<file path="config.mk">
export PLATFORM = sky130hd
export DESIGN_NAME = debounce_bank
export DESIGN_NICKNAME = d
export VERILOG_FILES = /design/src/rtl/debounce_bank.sv
export SDC_FILE = /design/constraint.sdc
export NUM_CORES = 1
export LEC_CHECK = 0
export ABC_CLOCK_PERIOD_IN_PS = 3700
export CAP_MARGIN = 15
export CORE_MARGIN = 5
export CORE_UTILIZATION = 30
export CTS_CLUSTER_DIAMETER = 100
export DETAILED_ROUTE_END_ITERATION = 6
export GPL_ROUTABILITY_DRIVEN = 0
export HOLD_SLACK_MARGIN = 0.12
export PLACE_DENSITY = 0.43
export SYNTH_ARGS = -nofsm -noshare
export SYNTH_HDL_FRONTEND = slang
export SYNTH_SLANG_ARGS = --single-unit
</file>
<file path="constraint.sdc">
create_clock -name clk -period 3.7 [get_ports clk]
set_input_delay 0.37 -clock clk [delete_from_list [all_inputs] [get_ports clk]]
set_output_delay 0.37 -clock clk [all_outputs]
set_load 0.01 [all_outputs]
</file>
<file path="src/rtl/debounce_bank.sv">
// Multi-channel debouncer: synchroniser, consecutive-stable-sample filter and
// one-cycle rise/fall/long-press strobes per channel, all outputs registered.
module debounce_bank #(
  parameter int CHANNELS      = 4,
  parameter int SYNC_STAGES   = 2,
  parameter int STABLE_CYCLES = 240000,
  parameter int HOLD_CYCLES   = 24000000
) (
  input  logic                clk,
  input  logic                rst_n,
  input  logic [CHANNELS-1:0] raw,
  output logic [CHANNELS-1:0] clean,
  output logic [CHANNELS-1:0] rise,
  output logic [CHANNELS-1:0] fall,
  output logic [CHANNELS-1:0] hold,
  output logic [CHANNELS-1:0] held
);

  localparam int SW = $clog2(STABLE_CYCLES);
  localparam int HW = $clog2(HOLD_CYCLES);
  localparam logic [SW-1:0] STABLE_MAX = SW'(STABLE_CYCLES - 1);
  localparam logic [HW-1:0] HOLD_MAX   = HW'(HOLD_CYCLES - 1);

  for (genvar i = 0; i < CHANNELS; i++) begin : g_ch
    logic [SYNC_STAGES-1:0] sync_r;
    logic [SW-1:0]          stab_cnt_r;
    logic [HW-1:0]          hold_cnt_r;
    logic                   clean_r, rise_r, fall_r, hold_r, held_r;
    logic                   s_s, diff_s, qual_s, fall_now_s;

    assign s_s        = sync_r[SYNC_STAGES-1];
    assign diff_s     = s_s ^ clean_r;
    assign qual_s     = diff_s & (stab_cnt_r == STABLE_MAX);
    assign fall_now_s = qual_s & clean_r;

    // Metastability chain on the raw pin
    always_ff @(posedge clk or negedge rst_n) begin
      if (!rst_n) begin
        sync_r <= '0;
      end else begin
        sync_r <= {sync_r[SYNC_STAGES-2:0], raw[i]};
      end
    end

    // Stable filter: any agreeing sample restarts qualification
    always_ff @(posedge clk or negedge rst_n) begin
      if (!rst_n) begin
        stab_cnt_r <= '0;
        clean_r    <= 1'b0;
        rise_r     <= 1'b0;
        fall_r     <= 1'b0;
      end else begin
        rise_r <= qual_s & ~clean_r;
        fall_r <= fall_now_s;
        if (qual_s) begin
          clean_r    <= s_s;
          stab_cnt_r <= '0;
        end else if (diff_s) begin
          stab_cnt_r <= stab_cnt_r + SW'(1);
        end else begin
          stab_cnt_r <= '0;
        end
      end
    end

    // Long-press tracker; a fall on the threshold edge suppresses the hold
    always_ff @(posedge clk or negedge rst_n) begin
      if (!rst_n) begin
        hold_cnt_r <= '0;
        hold_r     <= 1'b0;
        held_r     <= 1'b0;
      end else begin
        hold_r <= 1'b0;
        if (!clean_r || fall_now_s) begin
          hold_cnt_r <= '0;
          held_r     <= 1'b0;
        end else if (!held_r) begin
          if (hold_cnt_r == HOLD_MAX) begin
            hold_r <= 1'b1;
            held_r <= 1'b1;
          end else begin
            hold_cnt_r <= hold_cnt_r + HW'(1);
          end
        end
      end
    end

    assign clean[i] = clean_r;
    assign rise[i]  = rise_r;
    assign fall[i]  = fall_r;
    assign hold[i]  = hold_r;
    assign held[i]  = held_r;
  end

endmodule

</file>
==> impl_metrics.py, run 1 <==
metrics = {
    "clock_tree": {
        "cts_root_buffer": "clkbuf_16",
        "cts_setup_buffers": 0,
        "htreeDepth": 4,
        "cts.path.max_buffers": 2,
        "cts_tree": "built",
        "clock_sinks": 200,
        "clk_pin_slew_ps": 80,
        "insertion_delay_ps": 450,
        "cts-resized-gates": 0,
        "cts_buffers": 17,
    },
    "route": {
        "routed_via_density": 4.801,
        "wl_mm": 20.55,
        "vias": 7110,
        "drc_errors": 0,
        "drtPass1Iterations": 4,
        "drtIter0Drc": 380,
        "ant_nets": 0,
        "wire_per_inst_um": 13.87,
    },
    "synthesis": {
        "synthMuxAreaShare": 0.002987,
        "ys_seq_area_frac": 0.4979,
        "syn_area_per_cell_um2": 9.904,
        "ys.flop_type": "dfrtp_1",
        "yosysUniqueCellTypes": 59,
        "netlist_instances": 1015,
        "async_flop_share": 1.000,
        "synth_edf_count": 0,
        "synth_top_family_by_area": "simple AND/OR/NAND/NOR gates",
        "synth_compound_area_frac": 0.05414,
        "yosys.area_share.simple": 0.2849,
        "ys_warn_count": 0,
        "synth-xor-area-share": 0.1166,
        "mappedNetlistArea_um2": 10050,
        "ys_ff_latch": 200,
        "synthAdderAreaFrac": 0.009958,
        "syn-num-nets": 1029,
    },
    "cells_and_area": {
        "fin_util": 0.3372,
        "final_nets": 1034,
        "syn2layout_area_growth_pct": 11.63,
        "drive_gt1_frac": 0.07164,
        "fin_cells": 1481,
        "final_common_cell": "dfrtp_1",
        "final_cell_mix": "dfrtp_1, nor2_1, xor2_1, nand3_1, nand2_1",
        "fillers": 3450,
        "n_antenna_cell": 0,
    },
    "worst_setup_path": {
        "critPathBufInv": 0,
        "start_kind": "register",
        "worstSetupPathType": "register to register",
        "cpMostUsedCell": "nand4_1",
        "cpMaxStageDelayCell": "nand2_1",
        "critical-path-top-delay-family": "simple AND/OR/NAND/NOR gates",
        "cp-end-kind": "register",
        "max_stage_delay_ps": 790,
        "worstPathMaxFanout": 28,
        "arrival_ps": 2570,
        "cp_cell_sequence": "ha_1 -> nand4_1 -> nor2_1 -> nand4_1 -> nand2_1 -> nor3_1",
        "required_ps": 3990,
    },
    "power_and_ir_drop": {
        "ir_worst_vdd_mv": 0.3162,
        "p_sw_frac": 0.2381,
        "p_per_area_nw_per_um2": 372.8,
        "p_clk_frac": 0.450,
        "finalPower_w": 0.004183,
        "power_frac_seq": 0.529,
        "leakage_nw": 4.314,
        "p_switching_w": 0.0009959,
        "combPwrFrac": 0.021,
        "internal_power_w": 0.003187,
    },
    "sta": {
        "fmax_mhz": 439.1,
        "fin_tns_setup_ps": 0,
        "rsz0062_at_grt": "false",
        "hold_violations": 0,
        "finalSetupViolCount": 0,
        "skew_ps": 12.54,
        "slew_violations": 0,
        "period_needed_ps": 2277,
        "worst_slew_pin_slew_ps": 981.6,
        "slew_headroom": 0.3440,
        "min_period_over_period": 0.6155,
        "fin_ws_ps": 1423,
    },
    "grt": {
        "first_global_vias": 7275,
        "grt_pass1_wl_mm": 36.49,
        "overflow": 0,
        "grt_max_degree": 109,
        "grt_usage": 0.1186,
        "grt_antenna_before_repair": 0,
    },
    "floorplanning": {
        "die_y_um": 193.1,
        "initial_utilization": 0.3020,
        "die_w_um": 193.1,
        "ioPinCount": 26,
        "rows": 67,
        "die-area_um2": 37270,
        "coreArea_um2": 33280,
    },
    "placement": {
        "hpwlAfterDp_mm": 13.35,
        "port_buffers": 25,
        "dp.cells": 1448,
        "place_ws_ps": 1370,
    },
    "worst_hold_path": {
        "min_path_type": "register to register",
    },
    "run_status": {
        "status": "finished clean",
    },
    "job": {
        "drv_cap": 0,
    },
}
cell type report:
type                    count  area [um^2]  area share
repair buffers             30        320.3     0.02855
flip-flops and latches    200         5005      0.4460
inverters                  12        45.04    0.004014
clock inverters            14        140.1     0.01249
well taps                 448        560.5     0.04996
clock buffers              18        439.2     0.03914
multi-input cells         759         4711      0.4198
sequential cells by signal (all words and copies together), names as in the netlist:
signal	flops
g_ch.fall_r	4
g_ch.clean_r	4
g_ch.stab_cnt_r	72
g_ch.held_r	4
g_ch.rise_r	4
g_ch.hold_cnt_r	100
g_ch.hold_r	4
g_ch.sync_r	8
worst paths after layout:
| check | from | end | slack, ps | depth (start not counted) |
|---|---|---|---|---|
| max in group asynchronous | rst_n | g_ch[3].stab_cnt_r[14] | 2300 | 3 |
| min in group asynchronous | rst_n | g_ch[0].hold_cnt_r[8] | 580 | 2 |
| setup / recovery | g_ch[2].stab_cnt_r[0] | g_ch[2].hold_cnt_r[2] | 1420 | 6 |
| hold reg to reg | g_ch[3].sync_r[0] | g_ch[3].sync_r[1] | 350 | 0 |
| setup reg to reg | g_ch[2].stab_cnt_r[0] | g_ch[2].hold_cnt_r[2] | 1420 | 6 |
| hold / removal | g_ch[3].sync_r[0] | g_ch[3].sync_r[1] | 350 | 0 |
logic make-up after synthesis:
logic type | Yosys count
mux | 3
buf+inv | 56
flops | 200
simple gates | 528
fa+ha+maj | 8
compound gates | 87
xor+xnor | 133
worst reg2reg max path, cell delays in order (launching register included):
cell     delay, ps
dfrtp_1        380
ha_1           220
nand4_1        170
nor2_1         200
nand4_1        230
nand2_1        790
nor3_1         130
power by group through the flow:
stage          combinational [W]  sequential (W)  clock [W]
3_3_place_gp           0.0000950         0.00226          0
3_5_place_dp           0.0000938         0.00226          0
5_1_grt                 0.000106         0.00222    0.00205
4_1_cts                0.0000954         0.00221    0.00196
6_report               0.0000884         0.00221    0.00188
2_1_floorplan          0.0000275         0.00225          0
per-layer routing:
metal	GRT usage	share of wire	up-vias
met1	0.1621	0.50	3480
met5	0	0	-
met2	0.1899	0.46	45
li1	-	-	3570
met3	0.02791	0.026	15
met4	0.03186	0.011	0
cell usage after synthesis, drive strengths merged (15+ instances only):
cell    number  area (um^2)
or3         17        111.4
xnor2       57        499.2
nand4       43        269.0
or4         15        116.4
nand2       74        295.3
dfrtp      200         5005
a21oi       35        178.9
and4        16        141.4
xor2        76        673.2
nor3        18        90.09
nand3       75        375.4
and3        35        229.0
a211oi      15        117.6
buf         33        250.2
nor4        24        220.2
nor2       162        633.1
metrics by stage:
stage               instance area (um^2)  hold slack, ps
floorplan                          10050           74.41
global placement                   10630           334.2
detailed placement                 10630           334.7
CTS                                11220           325.6
global route                       11220           335.1
finish                             11220           351.8
what timing repair did:
| item | CTS | global route |
|---|---|---|
| hold buffers | 1 | 0 |
| setup endpoints to repair | 0 | 0 |
| hold endpoints to repair | 106 | 0 |
Power figures use the tool's default switching activity.
==> inputs of run 2 (changes only) <==
- ABC_CLOCK_PERIOD_IN_PS: 3700 -> 2200
- clock period: 3.7 -> 2.2 ns (I/O delays scaled with it)
==> run 2 against run 1 <==
Against the previous run:
- maximum frequency is 11% higher
- worst hold slack worse by 140 ps
- clock power is 65% higher
- cell area grew 3.1%
- first-iteration DRC count up 1.8%
==> impl_metrics.py, run 2 (synthesized netlist as in run 1, its figures left out) <==
metrics = {
    "power_and_ir_drop": {
        "combPwrFrac": 0.024,
        "leakage_nw": 4.521,
        "internal_power_w": 0.005269,
        "p_per_area_nw_per_um2": 605.2,
        "power_frac_seq": 0.531,
        "p_switching_w": 0.001734,
        "finalPower_w": 0.007002,
        "p_clk_frac": 0.445,
        "p_sw_frac": 0.2476,
        "ir_worst_vdd_mv": 0.5197,
    },
    "worst_setup_path": {
        "r2r_end": "g_ch[0].hold_cnt_r[9]",
        "r2r_slack_ps": 150,
        "start_kind": "register",
        "cpMaxStageDelayCell": "or4_4",
        "max_stage_delay_ps": 640,
        "critical-path-top-delay-family": "simple AND/OR/NAND/NOR gates",
        "r2r_cells": 6,
        "required_ps": 2510,
        "worstSetupPathType": "register to register",
        "cp-end-kind": "register",
        "critPathBufInv": 0,
        "arrival_ps": 2370,
        "timing.rr.start": "g_ch[0].stab_cnt_r[0]",
        "worstPathMaxFanout": 27,
        "cp_cell_sequence": "ha_1 -> and4_1 -> nand4_1 -> or4_4 -> nand2_8 -> a21oi_1",
    },
    "cells_and_area": {
        "largestRegisters": "g_ch.hold_cnt_r x100, g_ch.stab_cnt_r x72, g_ch.sync_r x8",
        "regMostFlops": "g_ch.hold_cnt_r",
        "n_antenna_cell": 0,
        "syn2layout_area_growth_pct": 15.10,
        "largest_reg_flops": 100,
        "drive_gt1_frac": 0.1047,
        "final_cell_mix": "dfrtp_1, nor2_1, xor2_1, nand3_1, nand2_1",
        "final_nets": 1071,
        "final_common_cell": "dfrtp_1",
    },
    "sta": {
        "rsz0062_at_grt": "false",
        "slew_headroom": 0.6282,
        "slew_violations": 0,
        "worst_slew_pin_slew_ps": 553.4,
        "finalSetupViolCount": 0,
        "skew_ps": 11.62,
        "hold_violations": 0,
        "fmax_mhz": 487.4,
        "fin_tns_setup_ps": 0,
        "whs_ps": 213.1,
        "period_needed_ps": 2052,
        "min_period_over_period": 0.9326,
    },
    "floorplanning": {
        "die-area_um2": 37270,
        "coreArea_um2": 33280,
        "rows": 67,
        "die_w_um": 193.1,
        "initial_utilization": 0.3020,
        "die_y_um": 193.1,
        "ioPinCount": 26,
    },
    "grt": {
        "first_global_vias": 7546,
        "overflow": 0,
        "grt_usage": 0.1215,
        "grt_max_degree": 65,
        "grt_antenna_before_repair": 0,
        "grt_pass1_wl_mm": 37.36,
    },
    "clock_tree": {
        "cts_buffers": 17,
        "cts_tree": "built",
        "cts_setup_buffers": 0,
        "clk_pin_slew_ps": 80,
        "clock_sinks": 200,
        "insertion_delay_ps": 440,
        "cts_root_buffer": "clkbuf_16",
        "cts.path.max_buffers": 2,
        "htreeDepth": 4,
    },
    "run_status": {
        "status": "finished clean",
    },
    "job": {
        "drv_cap": 0,
    },
    "placement": {
        "hpwlAfterDp_mm": 14.09,
        "port_buffers": 25,
    },
    "route": {
        "drtIter0Drc": 387,
        "drc_errors": 0,
        "ant_nets": 0,
        "vias": 7217,
        "wl_mm": 20.77,
        "drtPass1Iterations": 5,
        "routed_via_density": 4.754,
        "wire_per_inst_um": 13.68,
    },
    "worst_hold_path": {
        "hold_start": "raw[2]",
        "min_path_type": "input port to register",
        "holdPathStages": 1,
        "holdPathEnd": "g_ch[2].sync_r[0]",
    },
}
run 2: cell types whose count changed in the layout (fill, tap and decap cells not counted), sizes merged:
cell and delta:
buf +37, bufinv -1, clkbuf -1, clkinv -1, inv +3
run 2: layout make-up:
cell class	count	area [um^2]
fill	3426	21710
sequential	200	5005
multi-input combinational	759	4721
timing repair buffer	67	660.6
tap	448	560.5
clock buffer	17	425.4
clock inverter	15	152.6
inverter	12	45.04
run 2: worst max-delay path by stage:
stage / slack [ps] / end / cells after the start / startpoint
final: 150 / g_ch[0].hold_cnt_r[9] / 6 / g_ch[0].stab_cnt_r[0]
after CTS: 6 / g_ch[0].hold_r / 6 / g_ch[0].stab_cnt_r[0]
after floorplan: 230 / g_ch[0].hold_cnt_r[6] / 7 / g_ch[0].stab_cnt_r[0]
after detailed placement: 20 / g_ch[0].hold_r / 6 / g_ch[0].stab_cnt_r[0]
after global routing: 5 / g_ch[0].hold_cnt_r[10] / 6 / g_ch[0].stab_cnt_r[0]
after global placement: 110 / g_ch[0].hold_cnt_r[3] / 6 / g_ch[0].stab_cnt_r[0]
run 2: power by group through the flow:
stage | clock [W] | combinational (W) | sequential [W]
after floorplan | 0 | 0.0000463 | 0.00379
after global placement | 0 | 0.000178 | 0.00379
after detailed placement | 0 | 0.000178 | 0.00379
after CTS | 0.00328 | 0.000180 | 0.00372
after global routing | 0.00340 | 0.000201 | 0.00373
final | 0.00311 | 0.000167 | 0.00372
run 2: through the flow:
step	setup WS, ps	area (um^2)	utilization	cells
floorplan	226.3	10050	-	1015
global placement	107.4	10970	0.3297	1485
detailed placement	23.65	10970	0.3297	1485
CTS	5.879	11560	0.3473	1518
global route	4.765	11570	0.3476	1518
finish	148.4	11570	0.3476	1518
run 2: what timing repair did:
item	in CTS	in global routing
hold endpoints to repair	57	0
setup endpoints to repair	0	33
gates resized for setup	0	2
hold buffers	1	0
run 2: metal layers:
layer	track usage	routed length (um)	up-vias	part of all wire
met2	0.1929	9459	65	0.46
met3	0.02629	572	12	0.028
met1	0.1683	10490	3499	0.50
met5	0	0	-	0
li1	-	-	3641	-
met4	0.03486	253	0	0.012
